$ cat config.mk
export PLATFORM = sky130hd
export DESIGN_NAME = io_input_conditioner
export DESIGN_NICKNAME = d
export VERILOG_FILES = /design/src/rtl/io_input_conditioner.sv
export SDC_FILE = /design/constraint.sdc
export NUM_CORES = 1
export LEC_CHECK = 0
export BUFFER_PORTS_ARGS = -buffer_cell sky130_fd_sc_hd__buf_2
export CORE_MARGIN = 4
export CORE_UTILIZATION = 52
export DETAILED_ROUTE_END_ITERATION = 6
export GPL_ROUTABILITY_DRIVEN = 1
export PLACE_DENSITY = 0.73
export SLEW_MARGIN = 20
export SYNTH_ARGS = -nofsm -noshare
export SYNTH_HDL_FRONTEND = slang
export SYNTH_SLANG_ARGS = --single-unit
$ cat constraint.sdc
create_clock -name i_clk -period 8.9 [get_ports i_clk]
set_input_delay 1.78 -clock i_clk [delete_from_list [all_inputs] [get_ports i_clk]]
set_output_delay 1.78 -clock i_clk [all_outputs]
set_load 0.02 [all_outputs]
$ cat src/rtl/io_input_conditioner.sv
// -----------------------------------------------------------------------------
// io_input_conditioner
//
// Front end between the board pins and the core's input ports.
//   - Two-flop synchronises the raw active-low push-buttons and the slide
//     switches into i_clk.
//   - Debounces every button independently with a small IDLE/COUNT FSM.
//   - Raises a one-cycle pulse and a sticky event flag on each debounced press.
//     Software clears the sticky flag.
//
// Optional feature, selected with the macro IO_SW_DEBOUNCE_EN:
//   defined   : the switch vector is debounced as a whole by one shared counter.
//   undefined : o_io_sw is the synchronised switch value; no switch counter exists.
//
// Ports
//   i_clk        system clock
//   i_rst        asynchronous reset, active-high
//   i_raw_btn    raw button pins, 0 = pressed, asynchronous
//   i_raw_sw     raw switch pins, asynchronous
//   i_evt_clr    per-bit clear of o_btn_evt, one-cycle pulse
//   o_io_btn     debounced button level, 0 = pressed
//   o_io_sw      conditioned switch value
//   o_btn_press  one-cycle pulse on a debounced press (1->0 of o_io_btn)
//   o_btn_evt    sticky press flag, held until cleared
// -----------------------------------------------------------------------------
module io_input_conditioner #(
  parameter int N_BTN           = 4,
  parameter int N_SW            = 32,
  parameter int DEBOUNCE_CYCLES = 500000
) (
  input  logic             i_clk,
  input  logic             i_rst,
  input  logic [N_BTN-1:0] i_raw_btn,
  input  logic [N_SW-1:0]  i_raw_sw,
  input  logic [N_BTN-1:0] i_evt_clr,
  output logic [N_BTN-1:0] o_io_btn,
  output logic [N_SW-1:0]  o_io_sw,
  output logic [N_BTN-1:0] o_btn_press,
  output logic [N_BTN-1:0] o_btn_evt
);

  // Derived counter width. It is a localparam so that it cannot be overridden.
  localparam int              CNT_W    = $clog2(DEBOUNCE_CYCLES + 1);
  localparam logic [CNT_W-1:0] CNT_ONE  = CNT_W'(1);
  localparam logic [CNT_W-1:0] CNT_LAST = CNT_W'(DEBOUNCE_CYCLES - 1);

  typedef enum logic {
    ST_IDLE,
    ST_COUNT
  } btn_state_e;

  // ---------------------------------------------------------------------------
  // Two-flop synchronisers. Buttons reset to released (1) and switches to 0.
  // ---------------------------------------------------------------------------
  logic [N_BTN-1:0] btn_meta_q, btn_sync_q;
  logic [N_SW-1:0]  sw_meta_q,  sw_sync_q;

  // NOTE: sequential state uses non-blocking assignments only, so every flop
  // samples the value from before the edge and the two stages shift cleanly.
  always_ff @(posedge i_clk or posedge i_rst) begin
    if (i_rst) begin
      btn_meta_q <= '1;
      btn_sync_q <= '1;
      sw_meta_q  <= '0;
      sw_sync_q  <= '0;
    end else begin
      btn_meta_q <= i_raw_btn;
      btn_sync_q <= btn_meta_q;
      sw_meta_q  <= i_raw_sw;
      sw_sync_q  <= sw_meta_q;
    end
  end

  // ---------------------------------------------------------------------------
  // Per-button debounce FSM, press pulse and sticky event.
  // A mismatch that is held continuously moves o_io_btn on the
  // DEBOUNCE_CYCLES-th edge after btn_sync_q first differs:
  //   edge 1 enters COUNT with cnt=1, and the update fires when cnt==LAST.
  // ---------------------------------------------------------------------------
  btn_state_e       state_q [N_BTN];
  logic [CNT_W-1:0] cnt_q   [N_BTN];
  logic [N_BTN-1:0] btn_q, press_q, evt_q;

  always_ff @(posedge i_clk or posedge i_rst) begin
    if (i_rst) begin
      // NOTE: the counter array is real control state, not storage, so it is
      // reset explicitly. A reset in mid-count must not leak a stale count.
      for (int i = 0; i < N_BTN; i++) begin
        state_q[i] <= ST_IDLE;
        cnt_q[i]   <= '0;
      end
      btn_q   <= '1;
      press_q <= '0;
      evt_q   <= '0;
    end else begin
      for (int i = 0; i < N_BTN; i++) begin
        press_q[i] <= 1'b0;
        // NOTE: the clear is written first and the press set below it. For a
        // set and a clear on the same edge, the later non-blocking write wins,
        // so the set takes priority.
        if (i_evt_clr[i]) evt_q[i] <= 1'b0;

        unique case (state_q[i])
          ST_IDLE: begin
            if (btn_sync_q[i] != btn_q[i]) begin
              state_q[i] <= ST_COUNT;
              cnt_q[i]   <= CNT_ONE;
            end
          end
          ST_COUNT: begin
            if (btn_sync_q[i] == btn_q[i]) begin
              // Glitch: the pin returned before the window expired.
              state_q[i] <= ST_IDLE;
              cnt_q[i]   <= '0;
            end else if (cnt_q[i] == CNT_LAST) begin
              state_q[i] <= ST_IDLE;
              cnt_q[i]   <= '0;
              btn_q[i]   <= btn_sync_q[i];
              // The new level is the inverse of the old level. An old level of
              // 1 means that this update is a press (1->0).
              if (btn_q[i]) begin
                press_q[i] <= 1'b1;
                evt_q[i]   <= 1'b1;
              end
            end else begin
              cnt_q[i] <= cnt_q[i] + CNT_ONE;
            end
          end
          default: begin
            state_q[i] <= ST_IDLE;
            cnt_q[i]   <= '0;
          end
        endcase
      end
    end
  end

  assign o_io_btn    = btn_q;
  assign o_btn_press = press_q;
  assign o_btn_evt   = evt_q;

  // ---------------------------------------------------------------------------
  // Switch conditioning.
  // ---------------------------------------------------------------------------
`ifdef IO_SW_DEBOUNCE_EN
  // One shared counter for the whole vector. sw_meta_q is the value that
  // sw_sync_q takes on this edge. When they differ, sw_sync_q is changing, and
  // the window restarts from 0 in step with the change. The first stable
  // mismatching edge then counts 1, as the button FSM does.
  logic [CNT_W-1:0] sw_cnt_q;
  logic [N_SW-1:0]  sw_out_q;

  always_ff @(posedge i_clk or posedge i_rst) begin
    if (i_rst) begin
      sw_cnt_q <= '0;
      sw_out_q <= '0;
    end else if (sw_meta_q != sw_sync_q) begin
      sw_cnt_q <= '0;
    end else if (sw_sync_q != sw_out_q) begin
      if (sw_cnt_q == CNT_LAST) begin
        sw_out_q <= sw_sync_q;
        sw_cnt_q <= '0;
      end else begin
        sw_cnt_q <= sw_cnt_q + CNT_ONE;
      end
    end else begin
      sw_cnt_q <= '0;
    end
  end

  assign o_io_sw = sw_out_q;
`else
  assign o_io_sw = sw_sync_q;
`endif

endmodule

* Word level (Yosys, flattened, before mapping) *
Cells that the tools add are included.

word-level totals
  flip-flop bits (word level) = 164
  bits in latches = 0
  RAM bits = 0
  memory bits (read-only) = 0
  word-level logic and storage cells = 118
  memories = 0

cells by class
  $add $sub $neg = 4
  $mul = 0
  divide/modulo/power cells = 0
  order comparisons = 0
  equal/unequal tests = 16
  shift-type cells = 0
  muxes and demuxes = 68
  bitwise operators = 8
  reductions and logical operators = 4

operators with widths
  operator                                       count
  two-way mux 19 bit                             12
  one-hot mux 19 bit (2 select lines)            4
  adder 19 x 1 -> 19 bit, second input constant  4
  equality test 19 bit, second input constant    4
  two-way mux 1 bit                              48
  AND reduction 3 bit                            4
  inequality test 2 bit, second input constant   4
  NOT 1 bit                                      8
  one-hot mux 1 bit (2 select lines)             4
  equality test 1 bit                            4
  inequality test 1 bit                          4

* Logic depth before layout (Yosys ltp) *
Gate-level depths: netlist of the first run.

  depth in word-level cells = 5
  depth in mapped cells = 7
  mapped depth without buffers = 6

* Least setup slack after synthesis of the first run *
OpenSTA, ideal clock, no wires.

  path type = reg2out
  start = register btn_q[2], in the netlist o_io_btn[2]
  end = output port o_io_btn[2]
  arrival time = 597 ps
  required time = 7120 ps
  slack = 6523 ps
  cell stages (with the launch flop) = 1
  path buffers = 0
  cell sequence = dfstp_2

RTL lines
  item                               RTL line  source
  from (decl)                        82        logic [N_BTN-1:0] btn_q, press_q, evt_q;
  from (signal, indexed assignment)  118       btn_q[i] <= btn_sync_q[i];
  to (decl)                          36        output logic [N_BTN-1:0] o_io_btn,

No word-level cell between the ends.

* Final worst setup path of the first run *
  start = register btn_q[2], in the netlist o_io_btn[2]
  end = output port o_io_btn[2]

No word-level cell between the ends.

==> results.cfg, run 1 <==
[synthesis]
synth_common_cells = dfrtp_1 (152), nand2_1 (64), nand3_1 (54)
netlist_area_um2 = 6883
synthArstFlopShare = 1.000
synth-edff-count = 0
avgSynthCellArea_um2 = 10.84
seq_area_frac_synth = 0.5984
synth_top_area_frac = 0.5526
yosysWarnings = 0
synth_seq_cells = 164
ys.flop_type = dfrtp_1
synth_area_leader_cell = dfrtp_1
synthCells = 635
synth_most_common_cell = dfrtp_1
yosysUniqueCellTypes = 65
syn_nets = 681
synth_area_leaders = dfrtp_1 (55%), dfstp_2 (4.6%), nand3_1 (3.9%), nand2_1 (3.5%), o21ai_0 (2.9%)

[drt]
wirelength_mm = 14.31
num_vias = 5163
avgViaCountPerCell = 5.692
wire_per_inst_um = 15.78
first_pass_iters = 5
initialDrtViolationCount = 434
postRouteAntennaNets = 0
drc = 0

[sta]
setup_viol_count_final = 0
worst_slew_pin_slew_ns = 1.098
fin_tns_setup_ns = 0
clock.fmax_ghz = 0.3389
rsz0062_at_grt = false
max_slew_margin = 0.2677
finalCritPeriodShare = 0.3316
hold_violations = 0
min_period_ns = 2.951
fin_skew_ns = 0.009090
drv_slew = 0

[clock_network]
cts_setup_buffers = 0
cts_hold_buf = 0
path_clk_slew_ns = 0.06
ctsResizeCount = 0
cts_root_buf = clkbuf_16
cts_buffers = 17
cts_htree_levels = 4
cts.sinks = 164
cts_buffer_depth = 2
tritoncts = yes
clock_latency_ns = 0.43

[critical_path]
cp.required_ns = 7.12
crit_family = flip-flops
crit_buf_inv = 1
path_max_fanout = 4
cp_slowest_cell = dfstp_2
start_kind = register
crit_path_max_incr_delay_ns = 0.57
end_kind = output port
arrival_ns = 1.17
worstPathCellList = buf_2
critPathKind = reg -> out

[die]
die_y_um = 123.1
core_um2 = 12770
initial_core_util = 0.5388
dieArea_um2 = 15140
rows = 41
chipWidth_um = 123.1
io_pins = 86

[global_route]
grt.overflow.total = 0
antenna_found_initial = 1
grt_pass1_wl_mm = 24.39
grt_pass1_vias = 5045
grt_max_degree = 89
grt_usage = 0.2054

[final_layout]
layoutNonFillerInstCount = 907
fillCellCount = 1006
drive_gt1_frac = 0.2095
utilization = 0.6291
seq_area_um2 = 4119
multiInputGateArea_um2 = 2570
nNetsFinal = 768
syn_to_final_growth_pct = 16.74
diodes = 0

[place]
hpwl_mm = 9.770
dp.cells = 875
port_buffers = 85
gp_congestion = 0.9077

[power_and_ir_drop]
p_leak_nw = 3.578
vdd_drop_max_uv = 185.3
powerDensity_nw_per_um2 = 197.0

[job]
drv_cap = 0

[status]
status = complete, no violations

[hold_path]
hold_class = reg -> reg
==> kinds of logic (layout without fill, tap and decap cells) <==
family	after synthesis	after routing	share of synthesized area
muxes	13	13	0.01981
xor gates and xnor gates	13	13	0.01763
and+or+nand+nor	271	271	0.2131
DFF	164	164	0.5984
AOI/OAI and AO/OA	124	124	0.1156
buffers and inverters	46	146	0.02818
adders and majority gates	4	4	0.007272
==> metal layers <==
metal	vias up	wire length, um	part of all wire	GRT usage
met3	31	850	0.059	0.05901
li1	2465	-	-	-
met4	2	263	0.018	0.07682
met1	2512	6382	0.45	0.2698
met2	153	6810	0.48	0.3273
met5	-	7	0.00049	0
==> cell type report <==
cell class                 instances  area share
sequential                       164      0.5126
multi-input combinational        425      0.3198
clock buffer                      18     0.05466
timing repair buffer              86     0.05434
tap                              172     0.02678
clock inverter                    14     0.01806
inverter                          28     0.01370
==> stage by stage <==
| step | instance area [um^2] | hold slack (ns) | setup WS [ns] | power [mW] |
|---|---|---|---|---|
| after floorplan | 6883 | 0.3312 | 2.707 | 0.8501 |
| after global placement | 7447 | 0.3315 | 5.409 | 0.8794 |
| after detailed placement | 7447 | 0.3347 | 5.375 | 0.8827 |
| after CTS | 8031 | 0.3488 | 5.826 | 1.601 |
| after global routing | 8035 | 0.3510 | 5.901 | 1.648 |
| final | 8035 | 0.3466 | 5.949 | 1.583 |
==> sequential cells by signal, indices dropped and copies added, names as in the netlist <==
register,flops
state_q,4
o_btn_press,4
o_io_btn,4
sw_meta_q,32
btn_meta_q,4
o_io_sw,32
cnt_q,76
btn_sync_q,4
o_btn_evt,4
==> power breakdown <==
part           switching, mW  internal [mW]  leakage [nW]
Combinational         0.0561         0.0274          1.22
Clock                  0.314          0.401         0.278
Sequential            0.0147          0.770          2.08
==> worst paths after layout <==
path / startpoint / endpoint / slack (ns) / cells past startpoint
min reg2reg: sw_meta_q[22]$_DFF_PP0_ / o_io_sw[22]$_DFF_PP0_ / 0.35 / 0
max in group asynchronous: i_rst / sw_meta_q[25]$_DFF_PP0_ / 6.28 / 3
max: o_io_btn[2]$_DFFE_PP1P_ / o_io_btn[2] / 5.95 / 1
min in group asynchronous: i_rst / cnt_q[32]$_DFFE_PP0P_ / 1.46 / 2
max reg2reg: cnt_q[57]$_DFFE_PP0P_ / cnt_q[63]$_DFFE_PP0P_ / 6.49 / 6
min: sw_meta_q[22]$_DFF_PP0_ / o_io_sw[22]$_DFF_PP0_ / 0.35 / 0
==> layout by cell type (no fill, tap or decap), types with 6 or more instances in the layout <==
cell type,n
dfrtp_1,152
buf_2,85
nand2_1,64
nand3_1,54
o21ai_0,40
nor2_1,28
inv_1,27
a21oi_1,26
nor3_1,19
a21o_1,17
nand4_1,17
clkbuf_16,17
or3_1,16
and3_1,12
nor4_1,12
dfstp_2,12
a22o_1,9
and2_1,9
mux2i_1,8
xor2_1,8
o21a_1,6
and4_1,6
nor4b_1,6
Note: power is estimated with default switching activity, not from simulation.
==> run 2: changes to the inputs <==
Settings changed: PLACE_DENSITY 0.73 to 0.76.
Clock period 8.9 ns to 2.5 ns, I/O delays scaled along.
==> run 2 against run 1 <==
Compared with the run above:
- clock skew shrank 0.0011 ns
- flip-flop and latch count is the same
- register-to-register slack lost 6.2 ns
- via count grew 1.3%
- worst hold slack lost 0.27 ns
- sequential power grew to 3.6 times the previous value
- highest routed layer unchanged
==> results.cfg, run 2 (same netlist as run 1, synthesis figures left out) <==
[status]
status = complete, no violations

[sta]
min_period_ns = 2.223
finalCritPeriodShare = 0.8892
rsz0062_at_grt = false
worst_slew_pin_slew_ns = 1.040
max_slew_margin = 0.3063
hold_violations = 0
setup_viol_count_final = 0
fin_skew_ns = 0.007991
fin_tns_setup_ns = 0
fin_ws_ns = 0.2770
clock.fmax_ghz = 0.4498
drv_slew = 0

[drt]
wire_per_inst_um = 15.53
postRouteAntennaNets = 0
wirelength_mm = 14.27
drc = 0
first_pass_iters = 5
dr_wl_met3_mm = 1.016
wl_met2_mm = 6.825
avgViaCountPerCell = 5.693
top_layer = met5
wl_met1_mm = 6.206
initialDrtViolationCount = 380
num_vias = 5232

[die]
core_um2 = 12770
dieArea_um2 = 15140
initial_core_util = 0.5388
chipWidth_um = 123.1
die_y_um = 123.1
io_pins = 86
rows = 41

[critical_path]
cp.required_ns = 2.83
r2r_setup_slack_ns = 0.28
end_kind = register
path_max_fanout = 14
arrival_ns = 2.55
critPathKind = reg -> reg
start_kind = register
reg2reg_to = cnt_q[12]$_DFFE_PP0P_
r2r-start = cnt_q[0]$_DFFE_PP0P_
r2r_cells = 7

[final_layout]
largest_reg_flops = 76
drive_gt1_frac = 0.2209
utilization = 0.6373
top_register = cnt_q
syn_to_final_growth_pct = 18.27
fin_area_um2 = 8140
nNetsFinal = 780
layoutNonFillerInstCount = 919
final_cell_mix = dfrtp_1 (152), buf_2 (85), nand2_1 (64)
final_common_cell = dfrtp_1
diodes = 0
fillCellCount = 1018

[global_route]
grt_max_degree = 39
grt_usage = 0.2042
antenna_found_initial = 2
grt_pass1_vias = 5227
grt.overflow.total = 0
grt_pass1_wl_mm = 24.50

[clock_network]
cts_buffer_depth = 2
cts_setup_buffers = 0
path_clk_slew_ns = 0.07
cts_root_buf = clkbuf_16
cts_htree_levels = 4
tritoncts = yes
cts.sinks = 164
clock_latency_ns = 0.42
cts_buffers = 17

[job]
drv_cap = 0

[place]
gp_congestion = 0.9316
dp.cells = 887
hpwl_mm = 9.903
port_buffers = 85
detailed_place.area_um2 = 7574
place_ws_ns = 0.2112

[hold_path]
hold_class = in -> async

[power_and_ir_drop]
vdd_drop_max_uv = 594.2
powerDensity_nw_per_um2 = 682.1
p_leak_nw = 3.642
## run 2: cell count changes in the layout (fill, tap and decap cells not counted), moves of 2 or more
cell    change
buf_4      +10
inv_6       +2
inv_8       -2
buf_12      +3
## run 2: per-layer routing
metal / GRT usage / vias to the layer above
met5: 0 / -
met1: 0.2583 / 2569
met4: 0.06782 / 4
li1: - / 2492
met2: 0.3259 / 143
met3: 0.07777 / 24
## run 2: timing repair
| action | 4_1_cts | 5_1_grt |
|---|---|---|
| resized for setup | 0 | 1 |
| setup endpoints to repair | 0 | 4 |
| hold buffers | 0 | 0 |
## run 2: area by class of cell
cell class | count | area [um^2] | share of cell area
clock inverters | 13 | 116.4 | 0.01429
inverters | 28 | 108.9 | 0.01337
well taps | 172 | 215.2 | 0.02644
flip-flops and latches | 164 | 4119 | 0.5060
clock buffers | 19 | 442.9 | 0.05441
repair buffers | 98 | 560.5 | 0.06886
multi-input cells | 425 | 2577 | 0.3166
## run 2: critical path: stages, from the launching register on
cell and delay, ns:
dfrtp_1 0.42, ha_1 0.25, nand3_1 0.13, nor4_1 0.07
buf_4 0.14, a21oi_1 0.79, a21oi_1 0.15, mux2i_1 0.19
## run 2: worst max-delay path by stage
stage / start / endpoint / depth (start not counted)
finish: cnt_q[0]$_DFFE_PP0P_ / cnt_q[12]$_DFFE_PP0P_ / 7
global route: cnt_q[0]$_DFFE_PP0P_ / cnt_q[11]$_DFFE_PP0P_ / 7
CTS: cnt_q[57]$_DFFE_PP0P_ / cnt_q[63]$_DFFE_PP0P_ / 6
detailed placement: cnt_q[57]$_DFFE_PP0P_ / cnt_q[72]$_DFFE_PP0P_ / 6
global placement: cnt_q[57]$_DFFE_PP0P_ / cnt_q[72]$_DFFE_PP0P_ / 6
floorplan: i_rst / cnt_q[0]$_DFFE_PP0P_ / 1
## run 2: where the power goes
part | internal, mW | switching, mW | total (mW)
Clock | 1.33 | 1.11 | 2.44
Sequential | 2.74 | 0.0496 | 2.79
Combinational | 0.115 | 0.203 | 0.318
Total | 4.19 | 1.36 | 5.55
## run 2: stage by stage
stage / hold slack, ns / total power, mW
floorplan: 0.3312 / 3.027
global placement: 0.3318 / 3.145
detailed placement: 0.3347 / 3.163
CTS: 0.06772 / 5.609
global route: 0.07797 / 5.789
finish: 0.07711 / 5.553
